===== config.mk =====
export PLATFORM = sky130hd
export DESIGN_NAME = tlb_core
export DESIGN_NICKNAME = d
export VERILOG_FILES = /design/src/rtl/tlb_core.sv
export SDC_FILE = /design/constraint.sdc
export NUM_CORES = 2
export LEC_CHECK = 0
export BUFFER_PORTS_ARGS = -buffer_cell sky130_fd_sc_hd__buf_2
export CORE_MARGIN = 5
export CORE_UTILIZATION = 40
export CTS_BUF_LIST = sky130_fd_sc_hd__clkbuf_4
export DETAILED_ROUTE_END_ITERATION = 10
export GPL_TIMING_DRIVEN = 1
export PLACE_DENSITY = 0.58
export SETUP_SLACK_MARGIN = 0.15
export SLEW_MARGIN = 0
export SYNTH_ARGS = -nofsm -noshare
export SYNTH_HDL_FRONTEND = slang
export SYNTH_SLANG_ARGS = --single-unit

===== constraint.sdc =====
create_clock -name clk -period 5.6 [get_ports clk]
set_input_delay 1.12 -clock clk [delete_from_list [all_inputs] [get_ports clk]]
set_output_delay 1.12 -clock clk [all_outputs]
set_load 0.02 [all_outputs]

===== src/rtl/tlb_core.sv =====
// tlb_core: joint MIPS32 TLB array with TLBNUM entries. Each entry maps an
// even/odd 4 KB page pair.
//
// Ports:
//   clk, rst            clock and synchronous active-high reset
//   s0_* / s1_*         two independent combinational lookup ports
//                       (port 0: instruction MMU, port 1: data MMU / TLBP).
//                       Inputs: vpn (VPN2), odd (page select), asid.
//                       Outputs: found, index, pfn, c, d, v.
//   we, w_*             entry write (TLBWI/TLBWR), takes effect at clk edge
//   r_index, r_*        combinational entry read (TLBR)
//
// Searches and reads see the registered contents only, so a write becomes
// visible the cycle after it is presented. Multiple hits resolve to the
// lowest matching index.
module tlb_core #(
  parameter int TLBNUM = 16,
  localparam int IW = $clog2(TLBNUM)
) (
  input  logic          clk,
  input  logic          rst,
  // search port 0
  input  logic [18:0]   s0_vpn,
  input  logic          s0_odd,
  input  logic [7:0]    s0_asid,
  output logic          s0_found,
  output logic [IW-1:0] s0_index,
  output logic [19:0]   s0_pfn,
  output logic [2:0]    s0_c,
  output logic          s0_d,
  output logic          s0_v,
  // search port 1
  input  logic [18:0]   s1_vpn,
  input  logic          s1_odd,
  input  logic [7:0]    s1_asid,
  output logic          s1_found,
  output logic [IW-1:0] s1_index,
  output logic [19:0]   s1_pfn,
  output logic [2:0]    s1_c,
  output logic          s1_d,
  output logic          s1_v,
  // write port
  input  logic          we,
  input  logic [IW-1:0] w_index,
  input  logic [18:0]   w_vpn2,
  input  logic [7:0]    w_asid,
  input  logic          w_g,
  input  logic [19:0]   w_pfn0,
  input  logic [2:0]    w_c0,
  input  logic          w_d0,
  input  logic          w_v0,
  input  logic [19:0]   w_pfn1,
  input  logic [2:0]    w_c1,
  input  logic          w_d1,
  input  logic          w_v1,
  // read port
  input  logic [IW-1:0] r_index,
  output logic [18:0]   r_vpn2,
  output logic [7:0]    r_asid,
  output logic          r_g,
  output logic [19:0]   r_pfn0,
  output logic [2:0]    r_c0,
  output logic          r_d0,
  output logic          r_v0,
  output logic [19:0]   r_pfn1,
  output logic [2:0]    r_c1,
  output logic          r_d1,
  output logic          r_v1
);

  // Entry storage
  logic [18:0]       vpn2_q [TLBNUM];
  logic [7:0]        asid_q [TLBNUM];
  logic [TLBNUM-1:0] g_q;
  logic [19:0]       pfn0_q [TLBNUM];
  logic [2:0]        c0_q   [TLBNUM];
  logic [TLBNUM-1:0] d0_q;
  logic [TLBNUM-1:0] v0_q;
  logic [19:0]       pfn1_q [TLBNUM];
  logic [2:0]        c1_q   [TLBNUM];
  logic [TLBNUM-1:0] d1_q;
  logic [TLBNUM-1:0] v1_q;
  // An all-zero entry must not match vpn 0 / asid 0 after reset, so each
  // entry carries its own "has been written" flag.
  logic [TLBNUM-1:0] written_q;

  // Search inputs gathered so both ports share one generate body
  logic [18:0] s_vpn  [2];
  logic        s_odd  [2];
  logic [7:0]  s_asid [2];

  assign s_vpn[0]  = s0_vpn;
  assign s_odd[0]  = s0_odd;
  assign s_asid[0] = s0_asid;
  assign s_vpn[1]  = s1_vpn;
  assign s_odd[1]  = s1_odd;
  assign s_asid[1] = s1_asid;

  genvar gi;
  genvar gp;

  // Per-entry write logic; rst has priority so a write with rst is dropped.
  generate
    for (gi = 0; gi < TLBNUM; gi++) begin : entry_g
      always_ff @(posedge clk) begin
        if (rst) begin
          vpn2_q[gi]    <= '0;
          asid_q[gi]    <= '0;
          g_q[gi]       <= 1'b0;
          pfn0_q[gi]    <= '0;
          c0_q[gi]      <= '0;
          d0_q[gi]      <= 1'b0;
          v0_q[gi]      <= 1'b0;
          pfn1_q[gi]    <= '0;
          c1_q[gi]      <= '0;
          d1_q[gi]      <= 1'b0;
          v1_q[gi]      <= 1'b0;
          written_q[gi] <= 1'b0;
        end else if (we && (w_index == IW'(gi))) begin
          vpn2_q[gi]    <= w_vpn2;
          asid_q[gi]    <= w_asid;
          g_q[gi]       <= w_g;
          pfn0_q[gi]    <= w_pfn0;
          c0_q[gi]      <= w_c0;
          d0_q[gi]      <= w_d0;
          v0_q[gi]      <= w_v0;
          pfn1_q[gi]    <= w_pfn1;
          c1_q[gi]      <= w_c1;
          d1_q[gi]      <= w_d1;
          v1_q[gi]      <= w_v1;
          written_q[gi] <= 1'b1;
        end
      end
    end
  endgenerate

  // Lookup ports
  generate
    for (gp = 0; gp < 2; gp++) begin : port_g
      logic [TLBNUM-1:0] match;
      logic              found;
      logic [IW-1:0]     idx;
      logic [19:0]       pfn;
      logic [2:0]        c;
      logic              d;
      logic              v;

      for (gi = 0; gi < TLBNUM; gi++) begin : cmp_g
        assign match[gi] = written_q[gi]
                         && (vpn2_q[gi] == s_vpn[gp])
                         && (g_q[gi] || (asid_q[gi] == s_asid[gp]));
      end

      // Scan from the top down so the lowest matching index is kept last.
      always_comb begin
        idx = '0;
        for (int i = TLBNUM - 1; i >= 0; i--) begin
          if (match[i]) begin
            idx = IW'(i);
          end
        end
      end

      assign found = |match;

      always_comb begin
        pfn = '0;
        c   = '0;
        d   = 1'b0;
        v   = 1'b0;
        if (found) begin
          if (s_odd[gp]) begin
            pfn = pfn1_q[idx];
            c   = c1_q[idx];
            d   = d1_q[idx];
            v   = v1_q[idx];
          end else begin
            pfn = pfn0_q[idx];
            c   = c0_q[idx];
            d   = d0_q[idx];
            v   = v0_q[idx];
          end
        end
      end
    end
  endgenerate

  assign s0_found = port_g[0].found;
  assign s0_index = port_g[0].idx;
  assign s0_pfn   = port_g[0].pfn;
  assign s0_c     = port_g[0].c;
  assign s0_d     = port_g[0].d;
  assign s0_v     = port_g[0].v;

  assign s1_found = port_g[1].found;
  assign s1_index = port_g[1].idx;
  assign s1_pfn   = port_g[1].pfn;
  assign s1_c     = port_g[1].c;
  assign s1_d     = port_g[1].d;
  assign s1_v     = port_g[1].v;

  // Read port: unwritten entries hold the reset value of zero.
  assign r_vpn2 = vpn2_q[r_index];
  assign r_asid = asid_q[r_index];
  assign r_g    = g_q[r_index];
  assign r_pfn0 = pfn0_q[r_index];
  assign r_c0   = c0_q[r_index];
  assign r_d0   = d0_q[r_index];
  assign r_v0   = v0_q[r_index];
  assign r_pfn1 = pfn1_q[r_index];
  assign r_c1   = c1_q[r_index];
  assign r_d1   = d1_q[r_index];
  assign r_v1   = v1_q[r_index];

endmodule


# Word level (Yosys, flattened, before mapping)
# Memories as Yosys holds them, arrays and structs flattened.
# Index checks and enable logic that the tools add are counted.
dict set report op_classes {
  magnitude_cmp 3
  reduce_logical 115
  n_eq_ne 79
  n_mux 220
  bitwise 96
}
# cell n
set op_table {}
lappend op_table {{$mux 20} 36}
lappend op_table {{$eq 19x19->1} 32}
lappend op_table {{$mux 19} 16}
lappend op_table {{$eq 8x8->1} 32}
lappend op_table {{$mux 4} 32}
lappend op_table {{$mux 8} 16}
lappend op_table {{$mux 3} 36}
lappend op_table {{$or 1x1->1} 96}
lappend op_table {{$logic_and 1x1->1} 80}
lappend op_table {{$mux 1} 71}
lappend op_table {{$bmux 1 s4} 13}
lappend op_table {{$eq 4x4->1 const B} 8}
lappend op_table {{$logic_or 1x1->1} 32}
lappend op_table {{$reduce_or 16->1} 2}
lappend op_table {{$eq 4x3->1 const B} 4}
lappend op_table {{$lt 4x5->1 const B} 3}
lappend op_table {{$eq 4x2->1 const B} 2}
lappend op_table {{$eq 4x1->1 const B} 1}
lappend op_table {{$logic_not 4->1} 1}
dict set report totals {
  in_bits 145
  elab_cells 615
  regBits 96
  output_inout_bits 138
  mem_bits_rw 1168
  mem_count 6
}
# memory depth word_bits rd rd_clocked_by_memory_dff wr line
set memory_table {}
lappend memory_table {pfn0_q 16 20 3 0 16 75} ;# logic [19:0] pfn0_q [TLBNUM];
lappend memory_table {pfn1_q 16 20 3 0 16 79} ;# logic [19:0] pfn1_q [TLBNUM];
lappend memory_table {vpn2_q 16 19 17 0 16 72} ;# logic [18:0] vpn2_q [TLBNUM];
lappend memory_table {asid_q 16 8 17 0 16 73} ;# logic [7:0] asid_q [TLBNUM];
lappend memory_table {c0_q 16 3 3 0 16 76} ;# logic [2:0] c0_q [TLBNUM];
lappend memory_table {c1_q 16 3 3 0 16 80} ;# logic [2:0] c1_q [TLBNUM];

# Depth between registers and ports, before layout
dict set report logic_depth {
  word_depth 23
  depth_mapped 19
  mapped_depth_nobuf 13
}

# Least setup slack after synthesis
# Ideal clock, no wire load.
dict set report synth_path {
  kind {input port to output port}
  startpoint {input s1_vpn[16]}
  endpoint {output s1_pfn[5]}
  arrival_time_ps 4559
  path_stages 18
  path_buffers 5
  setup_slack_ps -79
  cell_sequence {buf_2 buf_2 xor2_1 nor4_1 nand3_1 or4_1 nand4_1 a41oi_2 or2_1 buf_6 inv_2 buf_2 buf_2 mux4_2 nand2b_1 o221ai_1 a221oi_1 o31ai_1}
}
dict set report synth_via {
  elab_chain_cells 22
  elab_cells_between_ends 69
  cone_classes {eq/ne (16); mux (18); reduce/logical (33); memory (2)}
}
# item line
set synth_rtl {}
lappend synth_rtl {{start, declared} 33} ;# input logic [18:0] s1_vpn,
lappend synth_rtl {{$eq 19x19->1} 150} ;# && (vpn2_q[gi] == s_vpn[gp])
lappend synth_rtl {{$logic_and 1x1->1} 150}
lappend synth_rtl {{$logic_and 1x1->1} 151} ;# && (g_q[gi] || (asid_q[gi] == s_asid[gp]));
lappend synth_rtl {{$mux 4 (16 in a row)} 158} ;# if (match[i]) begin
lappend synth_rtl {{$mem_v2 16x20 (on tied branches)} --}
lappend synth_rtl {{$mux 20} 172} ;# if (s_odd[gp]) begin
lappend synth_rtl {{$mux 20 (*)} 171} ;# if (found) begin
lappend synth_rtl {{end, declared} 38} ;# output logic [19:0] s1_pfn,
# Every way passes the cells marked *; elsewhere a longest branch is shown, timed or not.

==> flow_metrics.tcl <==
set metrics [dict create \
    status "finished with violations" \
    violations "setup timing" \
    pre_cts_ws_ns -2.31 \
    final_area_sq_mm 0.108 \
    io_buffers 282 \
    p_sw_w 0.00786 \
    min_period_ns 7.42 \
    power_density_mw_per_mm2 233 \
    finalHoldViolations 0 \
    setup_tns_ns -87.34 \
    grt_max_degree 80 \
    drv_cap 0 \
    finalWirelength_mm 463 \
    via_per_inst 6.47 \
    tightest_slew_ns 1.27 \
    rsz0062_at_grt "yes" \
    p_clk_share_pct 36.3 \
    leakagePower_nw 40.5 \
    critPathKind "register to output pin" \
    yosys_warnings 0 \
    syn_area_per_cell_sq_um 11.9 \
    pwr-share-seq_pct 45.7 \
    max_freq_ghz 0.135 \
    cp_max_fo 15 \
    drt_drc_violations_left 0 \
    drtPass1Iterations 8 \
    grt_pass1_vias 73842 \
    die_h_microns 467 \
    final_antenna_net_count 0 \
    antenna_found_initial 63 \
    post_dp_cell_area_sq_mm 0.0985 \
    num_vias 75499 \
    hold_ws_ns 0.149 \
    cts_tree "done" \
    clk_latency_ns 1.37 \
    rows 167 \
    clock-sinks 1264 \
    gr-total-overflow 0 \
    grtUsageTotal_pct 40.6 \
    nNetsFinal 8716 \
    synth_edf_count 1168 \
    hpwl_mm 316 \
    fp.dieW_microns 467 \
    grt_pass1_wl_mm 611 \
    avgRoutedWirePerCell_microns 39.7 \
    cts-root-buf "clkbuf_4" \
    synth_nets 7160 \
    drive_gt1_share_pct 37.0 \
    clk_pin_slew_ns 0.07 \
    yosysSeqAreaShare_pct 44.4 \
    synth-seq-cells 1264 \
    p_comb_share_pct 18.0 \
    clockBufferDepth 4 \
    crit_path_start_kind "register" \
    area_growth_pct 29.7 \
    syn_inst 7015 \
    synth_async_sr_flop_share_pct 0 \
    htreeDepth 5 \
    core_sq_mm 0.207 \
    design.portCount 283 \
    synth_area_sq_mm 0.0834 \
    crit_arrival_ns 6.30 \
    required_ns 4.48 \
    cts_made_buffers 382 \
    synth_flop_cell "edfxtp_1" \
    dieArea_sq_mm 0.218 \
    switching_share_pct 31.2 \
    crit_path_end_kind "output pin" \
    p_int_w 0.0173 \
    finalMaxSlewViolations 0 \
    hold_class "primary input to register" \
    initialDrtViolationCount 11163 \
    relSlewSlack_pct 15.4 \
    place_congestion 1.07 \
    timing.final.ws_setup_ns -1.82 \
    post-route-period-util_pct 133 \
    skew_ns 0 \
    start_util_pct 40.2 \
    finalSetupViolCount 60 \
    synth_cell_type_count 91 \
    irDropWorstVdd_mv 0.206 \
]
## synthesized netlist by cell type, types with 19 or more instances
cell type,instances,area [sq um]
nor4_1,242,1510
o2111ai_1,26,228
edfxtp_1,1168,35100
o21ai_0,32,160
buf_6,62,698
nand2b_1,29,181
mux2_2,73,822
a221o_1,25,250
nand3_1,123,616
o2bb2ai_1,48,420
buf_4,60,450
xor2_1,647,5670
buf_1,40,150
nand4b_1,33,289
and3_1,39,244
buf_2,115,576
mux2i_1,336,3360
xnor2_1,217,1900
a21oi_1,184,921
a22oi_1,34,255
clkbuf_1,385,1450
nor4b_1,29,254
a21o_1,34,255
or4_1,48,360
a211oi_1,57,428
a311oi_1,19,166
o31a_1,35,307
nor3_1,24,120
and2_1,1178,7370
a221oi_1,68,596
nand4_1,102,638
o31ai_1,27,203
nand2_1,300,1130
a32o_1,22,220
nor2_1,145,544
mux4_2,431,9710
inv_1,59,221
dfxtp_1,96,1920
o221ai_1,123,1080
a22o_1,125,1090
## cell type report
cell class | instances | area (sq um)
Fill cell | 18332 | 99200
Multi-Input combinational cell | 5024 | 44900
Sequential cell | 1264 | 37000
Timing Repair Buffer | 1831 | 17600
Clock buffer | 552 | 4140
Tap cell | 2788 | 3490
Clock inverter | 101 | 492
Inverter | 65 | 372
Antenna cell | 42 | 105
Timing Repair inverter | 3 | 33.8
## sequential cells by signal (all words and copies together), names as in the netlist
signal,cells
d0_q,16
vpn2_q,304
pfn0_q,320
d1_q,16
c0_q,48
written_q,16
g_q,16
pfn1_q,320
v0_q,16
v1_q,16
asid_q,128
c1_q,48
## path summary, 6_finish.rpt
check        slack (ns)      startpoint  depth (start not counted)           end
max               -1.82  vpn2_q[11][14]                         18       s1_c[0]
min                0.15            w_v1                          3      v1_q[14]
max reg2reg        4.40         g_q[13]                          2       g_q[13]
min reg2reg        0.46    written_q[8]                          1  written_q[8]
## what timing repair did
| item | in CTS | in global routing |
|---|---|---|
| setup endpoints to repair | 60 | 60 |
| hold buffers | 0 | 0 |
| pin swaps | 28 | 128 |
| gates cloned | 14 | 20 |
| resized for setup | 160 | 406 |
| setup buffers | 41 | 105 |
## placed cells by master (no fill, tap or decap), types with 171 or more instances in the layout
cell type and count:
buf_4 1199, and2_1 1176, edfxtp_1 1168, xor2_1 641, clkbuf_4 552, mux4_2 431, mux2i_1 329, nand2_1 292
buf_12 238, buf_2 221, xnor2_1 215, nor4_1 214, a21oi_1 171
## worst max-delay path, cell delays in order, from the launching register on
cell      delay (ns)
edfxtp_1        0.54
buf_4           0.21
xnor2_1         0.47
buf_4           0.23
nand4_1         0.09
or4_4           0.60
o211ai_4        0.14
a311oi_4        0.18
o41ai_4         0.30
buf_12          0.17
buf_12          0.12
buf_16          0.17
buf_4           0.13
buf_4           0.22
mux2_2          0.38
a221o_1         0.31
a211oi_1        0.29
o31ai_2         0.17
buf_4           0.20
## power by group through the flow
stage	combinational (W)	sequential (W)	clock (W)
5_1_grt	0.00463	0.0115	0.00973
2_1_floorplan	0.00212	0.0114	0
6_report	0.00454	0.0115	0.00915
3_3_place_gp	0.00433	0.0117	0
3_5_place_dp	0.00433	0.0117	0
4_1_cts	0.00437	0.0115	0.00924
## metrics by stage
step | instances | utilization [%] | power (W)
final | 11670 | 52.2 | 0.0252
after global routing | 11648 | 52.1 | 0.0259
after CTS | 11503 | 50.5 | 0.0251
after detailed placement | 10795 | 47.5 | 0.0160
after global placement | 10794 | 47.5 | 0.0160
after floorplan | 7015 | - | 0.0135
## cell families (layout without fill, tap and decap cells)
| kind of cell | after synthesis | count (layout) | share of synthesized area [%] |
|---|---|---|---|
| compound gates | 950 | 950 | 8.91 |
| buf+inv | 727 | 2552 | 4.27 |
| simple gates | 2357 | 2357 | 16.5 |
| other cells | 0 | 42 | 0 |
| mux | 853 | 853 | 16.8 |
| flops | 1264 | 1264 | 44.4 |
| xor+xnor | 864 | 864 | 9.08 |
## routing by layer
layer	vias to the layer above	track usage, %	part of all wire, %
li1	29987	-	-
met1	37397	47.1	34
met2	6219	62.8	44
met3	1880	9.84	11
met4	16	35.6	11
met5	-	0	0.024
Power figures use the tool's default switching activity.
